===== config.mk =====
export PLATFORM = sky130hd
export DESIGN_NAME = shift_rows_pipe_flat
export DESIGN_NICKNAME = d
export VERILOG_FILES = /design/src/rtl/shift_rows_pipe_if.sv /design/src/rtl/shift_rows_pipe.sv /design/src/flat_wrapper.sv
export SDC_FILE = /design/constraint.sdc
export NUM_CORES = 1
export LEC_CHECK = 0
export BUFFER_PORTS_ARGS = -buffer_cell sky130_fd_sc_hd__buf_2
export CORE_MARGIN = 2
export CORE_UTILIZATION = 40
export CTS_BUF_LIST = sky130_fd_sc_hd__clkbuf_4 sky130_fd_sc_hd__clkbuf_8
export DETAILED_ROUTE_END_ITERATION = 7
export MAX_ROUTING_LAYER = met4
export SLEW_MARGIN = 0
export SYNTH_ARGS = -nofsm -noshare
export SYNTH_HDL_FRONTEND = slang
export SYNTH_SLANG_ARGS = --single-unit

===== constraint.sdc =====
create_clock -name clk -period 14.25 [get_ports clk]
set_input_delay 1.425 -clock clk [delete_from_list [all_inputs] [get_ports clk]]
set_output_delay 1.425 -clock clk [all_outputs]
set_load 0.1 [all_outputs]

===== src/rtl/shift_rows_pipe_if.sv =====
// Stream bundle for the ShiftRows stage. It carries the input beat (with its direction
// and tag), the output beat, and the ready/valid handshake on both sides.
interface shift_rows_pipe_if #(
  parameter int NB    = 4,
  parameter int TAG_W = 4
) ();
  localparam int W = 32 * NB;

  logic             in_valid;
  logic             in_ready;
  logic [W-1:0]     in_data;
  logic             in_inv;
  logic [TAG_W-1:0] in_tag;

  logic             out_valid;
  logic             out_ready;
  logic [W-1:0]     out_data;
  logic [TAG_W-1:0] out_tag;

  // Block side: consumes input beats and produces output beats
  modport slave (
    input  in_valid, in_data, in_inv, in_tag, out_ready,
    output in_ready, out_valid, out_data, out_tag
  );

  // Environment side: produces input beats and consumes output beats
  modport master (
    output in_valid, in_data, in_inv, in_tag, out_ready,
    input  in_ready, out_valid, out_data, out_tag
  );
endinterface


===== src/rtl/shift_rows_pipe.sv =====
// Pipelined ShiftRows / InvShiftRows stage for Rijndael states of 4, 6 or 8 columns.
// The row rotation is pure wiring on the input side. Its result is written into a
// 2-entry FIFO, which gives 1-cycle latency, full throughput and registered outputs.
module shift_rows_pipe #(
  parameter int NB    = 4,
  parameter int TAG_W = 4
) (
  input  logic            clk,
  input  logic            rst,
  shift_rows_pipe_if.slave bus
);
  localparam int W = 32 * NB;

  if (!(NB == 4 || NB == 6 || NB == 8)) begin : g_badNb
    $error("shift_rows_pipe: NB must be 4, 6 or 8");
  end

  // Rotation amount of each row. The 8-column Rijndael variant moves rows 2 and 3 further.
  function automatic int rowShift(input int r);
    int s;
    s = r;
    if (NB == 8 && r >= 2) s = r + 1;
    return s;
  endfunction

  logic [W-1:0]     w_fwdData;
  logic [W-1:0]     w_invData;
  logic [W-1:0]     w_xformData;
  logic             w_push;
  logic             w_pop;

  logic [W-1:0]     r_memData [2];
  logic [TAG_W-1:0] r_memTag  [2];
  logic             r_wrPtr;
  logic             r_rdPtr;
  logic [1:0]       r_cnt;

  // Byte i of the state is row i%4, column i/4. Every output byte is selected from a
  // fixed source byte, so both directions are only routing; no adders are needed.
  for (genvar c = 0; c < NB; c++) begin : g_col
    for (genvar r = 0; r < 4; r++) begin : g_row
      localparam int S  = rowShift(r);
      localparam int FC = (c + S) % NB;
      localparam int IC = (c - S + NB) % NB;
      assign w_fwdData[W-1-8*(4*c+r) -: 8] = bus.in_data[W-1-8*(4*FC+r) -: 8];
      assign w_invData[W-1-8*(4*c+r) -: 8] = bus.in_data[W-1-8*(4*IC+r) -: 8];
    end
  end

  assign w_xformData = bus.in_inv ? w_invData : w_fwdData;

  assign bus.in_ready  = (r_cnt != 2'd2);
  assign bus.out_valid = (r_cnt != 2'd0);
  assign bus.out_data  = r_memData[r_rdPtr];
  assign bus.out_tag   = r_memTag[r_rdPtr];

  assign w_push = bus.in_valid & bus.in_ready;
  assign w_pop  = bus.out_valid & bus.out_ready;

  // FIFO storage and pointers. Reset clears the entries so that the outputs read zero afterwards.
  always_ff @(posedge clk) begin
    if (rst) begin
      r_memData[0] <= '0;
      r_memData[1] <= '0;
      r_memTag[0]  <= '0;
      r_memTag[1]  <= '0;
      r_wrPtr      <= 1'b0;
      r_rdPtr      <= 1'b0;
    end else begin
      if (w_push) begin
        r_memData[r_wrPtr] <= w_xformData;
        r_memTag[r_wrPtr]  <= bus.in_tag;
        r_wrPtr            <= ~r_wrPtr;
      end
      if (w_pop) begin
        r_rdPtr <= ~r_rdPtr;
      end
    end
  end

  // Occupancy. A simultaneous push and pop leaves it unchanged.
  always_ff @(posedge clk) begin
    if (rst) begin
      r_cnt <= 2'd0;
    end else begin
      case ({w_push, w_pop})
        2'b10:   r_cnt <= r_cnt + 2'd1;
        2'b01:   r_cnt <= r_cnt - 2'd1;
        default: r_cnt <= r_cnt;
      endcase
    end
  end
endmodule

===== src/flat_wrapper.sv =====
// flat-port wrapper written by rule: the top's interface ports become plain ports
module shift_rows_pipe_flat 
#(
  parameter int NB    = 4,
  parameter int TAG_W = 4
)
  (clk, rst, bus_in_valid, bus_in_data, bus_in_inv, bus_in_tag, bus_out_ready, bus_in_ready, bus_out_valid, bus_out_data, bus_out_tag);
  shift_rows_pipe_if #(.NB(NB), .TAG_W(TAG_W)) bus_i ();
  input  logic clk;
  input  logic rst;
  input wire logic [$bits(bus_i.in_valid)-1:0] bus_in_valid;
  input wire logic [$bits(bus_i.in_data)-1:0] bus_in_data;
  input wire logic [$bits(bus_i.in_inv)-1:0] bus_in_inv;
  input wire logic [$bits(bus_i.in_tag)-1:0] bus_in_tag;
  input wire logic [$bits(bus_i.out_ready)-1:0] bus_out_ready;
  output wire logic [$bits(bus_i.in_ready)-1:0] bus_in_ready;
  output wire logic [$bits(bus_i.out_valid)-1:0] bus_out_valid;
  output wire logic [$bits(bus_i.out_data)-1:0] bus_out_data;
  output wire logic [$bits(bus_i.out_tag)-1:0] bus_out_tag;
  assign bus_i.in_valid = bus_in_valid;
  assign bus_i.in_data = bus_in_data;
  assign bus_i.in_inv = bus_in_inv;
  assign bus_i.in_tag = bus_in_tag;
  assign bus_i.out_ready = bus_out_ready;
  assign bus_in_ready = bus_i.in_ready;
  assign bus_out_valid = bus_i.out_valid;
  assign bus_out_data = bus_i.out_data;
  assign bus_out_tag = bus_i.out_tag;
  shift_rows_pipe #(.NB(NB), .TAG_W(TAG_W)) u_core (.clk(clk), .rst(rst), .bus(bus_i));
endmodule

==> results.md, run 1 <==
* Gpl congestion at between 0.7 and 0.8
* Clock Sink Count at between 200 and 300
* Multi-input logic area at about 0.0037 mm^2
* PD cells at between 200 and 250 mW/mm^2
* Synth cell types at 28
* Register area at between 0.008 and 0.009 mm^2
* Cells along the critical path: buf_4, mux2_2, buf_2
* Crit path to: bus_out_data[100]
* Reg2Reg Depth at 4
* GRT Total Usage at 17.18%
* Worst Skew at about 0.015 ns
* Post-CTS resize count at 0
* DR WL/cell at between 15 and 20 um
* Post-route setup TNS at 0 ns
* Final setup vio count at 0
* Setup CP Type: reg -> out
* Data arrival, critical path at 3.23 ns
* Hold WC Path Type: reg -> reg
* Max frequency at roughly 210 MHz
* Worst-path fanout max at 74
* Fill cell count at approximately 2700
* Setup crit end kind: primary output
* Post-CTS Setup Bufs at 0
* Flops & latches, synth at ~270
* Iteration-0 DRC Markers at roughly 440
* H-tree Lvls at 2
* Worst-Skew Late Latency at about 0.55 ns
* Cells taking the most area after synthesis: edfxtp_1, mux2_2, and2_1, mux2i_1, nor2_1
* Largest net degree at the start of global routing at 75
* Design area at between 0.01 and 0.015 mm^2
* Syn_nets at around 940
* Final wirelength at 26.28 mm
* Reg2reg end: u_core.r_memData[1][17]
* # IOs at 271
* Outcome: completed
* Pins Over Slew Limit at 0
* Post-synthesis sequential area ratio at between 60% and 70%
* Vias in the first global route at between 7000 and 8000
* First-pass GRT wire length at ~40 mm
* Final Critical Period at 4.657 ns
* Cells on Worst Hold Path at 2
* Slew headroom at between 20% and 30%
* Slew @ Worst Pin at around 1.1 ns
* IO Port Bufs at 270
* Max incr delay on CP at between 1 and 1.5 ns
* Core area at around 0.03 mm^2
* Startpoint types: flop
* Cts hold-fix bufs at 0
* Nets at 1218
* Std cell rows at 63
* Worst r2r src: u_core.r_wrPtr
* Dpl hpwl at ~15 mm
* Fin crit share at 32.68%
* Max clock buf depth at 3
* Number of synthesized flops with an enable pin at between 200 and 300
* Asr flop ratio synth at 0%
* Final Hold Vio Count at 0
* Syn Area/Cell at roughly 15 um^2
* CTS tree: yes
* Antenna Nets Post-Route at 0
* TritonCTS buffer count at 46
* Residual DRC at 0
* Yosys top cell area share at 66.39%
* Routed via count at roughly 7300
* Max Cap Viol at 0
* Vias/cell at 4.813
* Reg2reg setup slack at roughly 11 ns
* Critical-path top delay cell: dfxtp_4
* Pre-antenna DRT Iters at 5
* Synth top cells by count: edfxtp_1, and2_1, mux2_2
* Share of cells above drive strength 1 at 43.96%
* Mapped Cells at just over 800
* Most used DFF post-synth: edfxtp_1
* Post-Syn Area at approximately 0.012 mm^2
* Count leader, synth: edfxtp_1
* CTS Root Cell: clkbuf_8
* VDD IR max at 0.2021 mV
* RSZ-0062 raised after global routing: no
* Critical path required time at 12.82 ns
* Die Width at 176.8 um
* Area after DPL at approximately 0.014 mm^2
* P&R area growth vs syn at 21.23%
* Final global-route overflow total at 0
* CTS clock-pin slew for the worst setup and hold paths at 0.05 ns
* Synth area leader: edfxtp_1
* Yosys warning total at 0
* Die area at around 0.031 mm^2
* Die H at 176.8 um
* Initial antenna violation count at 4
* LEAKAGE at roughly 6.1 nW
* Initial Util at 40.51%
[placed cells by master, fill, tap and decap left out, types with 2 or more instances in the layout]
cell / count
mux2_2: 132
and2_1: 136
dfxtp_1: 4
clkbuf_4: 21
o21ai_0: 2
xnor2_1: 2
mux2i_1: 64
a21oi_1: 2
clkinv_2: 2
diode_2: 4
buf_2: 269
clkinvlp_4: 2
nor2_1: 131
nand2b_4: 2
clkinv_1: 13
clkbuf_8: 46
buf_4: 8
nor4_4: 2
edfxtp_1: 264
inv_1: 2
[flip-flops by register name (all words and copies together) (netlist names), named ones only]
register,cells
u_core.r_cnt,2
u_core.r_memData,256
u_core.r_memTag,8
u_core.r_rdPtr,1
u_core.r_wrPtr,1
[routing by layer]
metal	vias up	track usage, %	wire [um]
met5	-	-	0
met4	0	4.924	555
met3	44	5.026	2091
met2	223	26.97	12370
met1	3559	21.71	11260
li1	3446	-	-
[cell type report]
class,count,share of cell area [%]
clock inverter,18,0.5704
clock buffer,67,5.462
inverter,3,0.07779
multi-input combinational,483,25.25
tap,390,3.371
antenna,4,0.06914
sequential,269,55.48
timing repair buffer,277,9.715
[kinds of logic (layout without fill, tap and decap cells)]
group / Yosys count / after routing / synth area share (%)
AO/OA/AOI/OAI: 5 / 5 / 0.2305
other: 0 / 4 / 0
buffers and inverters: 54 / 365 / 2.295
flip-flops: 269 / 269 / 67.23
XOR/XNOR: 3 / 3 / 0.2201
multiplexers: 196 / 196 / 17.81
AND/OR/NAND/NOR: 278 / 278 / 12.11
adder cells (fa/ha/maj): 1 / 1 / 0.1048
[per-stage QoR]
stage / setup WS, ns / power, W / hold WS (ns) / utilization (%) / cells
after global placement: 9.351 / 0.002556 / 0.4980 / 46.11 / 1422
after detailed placement: 9.319 / 0.002562 / 0.5040 / 46.11 / 1422
final: 9.593 / 0.003192 / 0.5192 / 49.10 / 1511
after CTS: 9.482 / 0.003231 / 0.5245 / 49.07 / 1507
after global routing: 9.380 / 0.003316 / 0.5696 / 49.10 / 1511
after floorplan: 8.501 / 0.002342 / 0.4747 / - / 806
[report_power, final]
group | internal [W] | switching (W) | total, W
logic | 0.000275 | 0.00120 | 0.00147
registers | 0.00100 | 0.0000602 | 0.00106
clock network | 0.000356 | 0.000301 | 0.000657
total | 0.00163 | 0.00156 | 0.00319
[critical path, delay by kind of cell (launching register included)]
family | cells | cell delay [ns]
buffers and inverters | 2 | 1.25
flip-flops | 1 | 1.05
multiplexers | 1 | 0.33
[worst min-delay path by stage]
stage / from / end / slack, ns
after CTS: u_core.r_cnt[1] / u_core.r_cnt[1] / 0.52
final: u_core.r_rdPtr / u_core.r_rdPtr / 0.52
after global placement: u_core.r_cnt[1] / u_core.r_cnt[1] / 0.50
after global routing: u_core.r_rdPtr / flop / 0.57
after floorplan: u_core.r_cnt[1] / u_core.r_cnt[1] / 0.47
after detailed placement: u_core.r_rdPtr / flop / 0.50
Power figures use the tool's default switching activity.
==> run 2: changes to the inputs <==
Clock period 14.25 ns to 4.4 ns, I/O delays scaled along.
==> run 2 against run 1 <==
Highest routed layer unchanged. Clock power grew to 3.4 times the previous value. Power rose to 3.3 times the previous value. Register-to-register slack lost 9.0 ns. Hold slack worse by 0.34 ns. Sequential power increased to 3.2 times the previous value. Largest cell class unchanged.
==> results.md, run 2 (same netlist as run 1, synthesis figures left out) <==
* Post-CTS Setup Bufs at 0
* Final global-route overflow total at 0
* CTS tree: yes
* Iteration-0 DRC Markers at between 400 and 500
* Logic pwr share at 46.8%
* Final Hold Vio Count at 0
* PD cells at ~720 mW/mm^2
* Routed via count at just over 7000
* Final setup vio count at 0
* Gpl congestion at roughly 0.74
* Reg power frac at around a third
* Slew headroom at roughly 28%
* Final wirelength at about 26 mm
* Fill cell count at ~2700
* CTS clock-pin slew for the worst setup and hold paths at roughly 0.060 ns
* Most common cell after layout, fill and taps aside: buf_2
* IO Port Bufs at 270
* Pre-CTS setup slack at ~1.4 ns
* Final Non-Filler Cells at approximately 1500
* Die Width at 176.8 um
* Slew @ Worst Pin at roughly 1.1 ns
* Pre-antenna DRT Iters at 4
* TritonCTS buffer count at 46
* LEAKAGE at a little over 6 nW
* Hold WC Path Type: in -> reg
* Data arrival, critical path at 2.44 ns
* Max reg flops at about 260
* Fin crit share at between 60 and 70%
* Worst Skew at roughly 0.013 ns
* Critical path required time at roughly 4.0 ns
* Biggest regs: u_core.r_memData (256), u_core.r_memTag (8), u_core.r_cnt (2)
* Critical-path top delay cell: buf_12
* Post-route setup TNS at 0 ns
* Vias in the first global route at between 7000 and 8000
* Max frequency at between 300 and 400 MHz
* Post-CTS resize count at 0
* Commonest non-fill, non-tap cells in the layout: buf_2, edfxtp_1, and2_1, mux2_2, nor2_1
* Top reg by flops: u_core.r_memData
* Max clock buf depth at 3
* First-pass GRT wire length at 40.24 mm
* Largest net degree at the start of global routing at 123
* # IOs at between 200 and 300
* Dpl cells at ~1400
* Die H at approximately 180 um
* Outcome: completed
* Initial Util at between 40 and 50%
* Max Cap Viol at 0
* Setup CP Type: reg -> out
* Dpl hpwl at around 16 mm
* Antenna Nets Post-Route at 0
* Std cell rows at 63
* P&R area growth vs syn at 21.98%
* Switching power at roughly 0.005 W
* Die area at approximately 0.031 mm^2
* Design area at between 0.01 and 0.015 mm^2
* Setup crit end kind: primary output
* Nets at between 1000 and 1500
* Cells along the critical path: buf_12, mux2_2, buf_2
* Vias/cell at 4.764
* H-tree Lvls at 2
* Final Critical Period at between 2 and 3 ns
* Share of cells above drive strength 1 at around 43%
* Clock power share at between 20% and 30%
* CTS Root Cell: clkbuf_8
* Startpoint types: flop
* VDD IR max at slightly above 0.7 mV
* Initial antenna violation count at 6
* Residual DRC at 0
* Worst-path fanout max at between 100 and 150
* Multi-input logic area at ~0.0037 mm^2
* Pins Over Slew Limit at 0
* Cts hold-fix bufs at 0
* Setup ws final at 1.522 ns
* Area after DPL at between 0.01 and 0.015 mm^2
* Net Sw Frac at 48.38%
* Clock Sink Count at approximately 270
* Max incr delay on CP at 0.54 ns
* RSZ-0062 raised after global routing: no
* Worst-Skew Late Latency at approximately 0.54 ns
* DR WL/cell at 17.52 um
* Int Pwr at 0.005395 W
* Register area at around 0.008 mm^2
* Core area at ~0.03 mm^2
* GRT Total Usage at approximately 17%
## run 2: cell type report
class,count,area share [%]
Multi-Input combinational cell,483,25.10
Clock buffer,56,4.991
Antenna cell,7,0.1203
Sequential cell,269,55.14
Clock inverter,22,1.125
Tap cell,390,3.350
Timing Repair Buffer,279,10.10
Inverter,3,0.07731
## run 2: worst max-delay path: cells and delay by family, from the launching register on
kind | cells | cell delay, ns
mux | 1 | 0.28
buf+inv | 2 | 0.98
flops | 1 | 0.45
## run 2: final timing paths
path,startpoint,to,slack (ns),depth (start not counted)
setup / recovery,flop,bus_out_data[100],1.52,3
hold / removal,bus_in_data[79],u_core.r_memData[0][15],0.18,2
setup reg to reg,u_core.r_wrPtr,u_core.r_memData[1][93],1.60,4
hold reg to reg,u_core.r_cnt[1],u_core.r_cnt[1],0.51,2
## run 2: routing by layer
metal	track usage (%)	vias to the layer above	part of all wire (%)	routed length, um
met4	6.164	0	2.3	614
met3	4.446	43	7.0	1852
li1	-	3454	-	-
met2	25.76	233	46	12110
met5	-	-	0	0
met1	22.85	3459	45	11860
## run 2: power by group through the flow
stage,Combinational [W],Clock [W],Sequential (W)
after floorplan,0.00420,0,0.00336
after global placement,0.00493,0,0.00337
after detailed placement,0.00493,0,0.00339
after CTS,0.00494,0.00229,0.00334
after global routing,0.00506,0.00240,0.00337
final,0.00490,0.00222,0.00334
## run 2: metrics by stage
step           total power, W  hold slack, ns  utilization (%)
4_1_cts               0.01057          0.1438            49.35
6_report              0.01045          0.1808            49.41
5_1_grt               0.01083          0.1438            49.40
3_5_place_dp         0.008320          0.4993            46.33
2_1_floorplan        0.007564          0.4747                -
3_3_place_gp         0.008306          0.4929            46.33
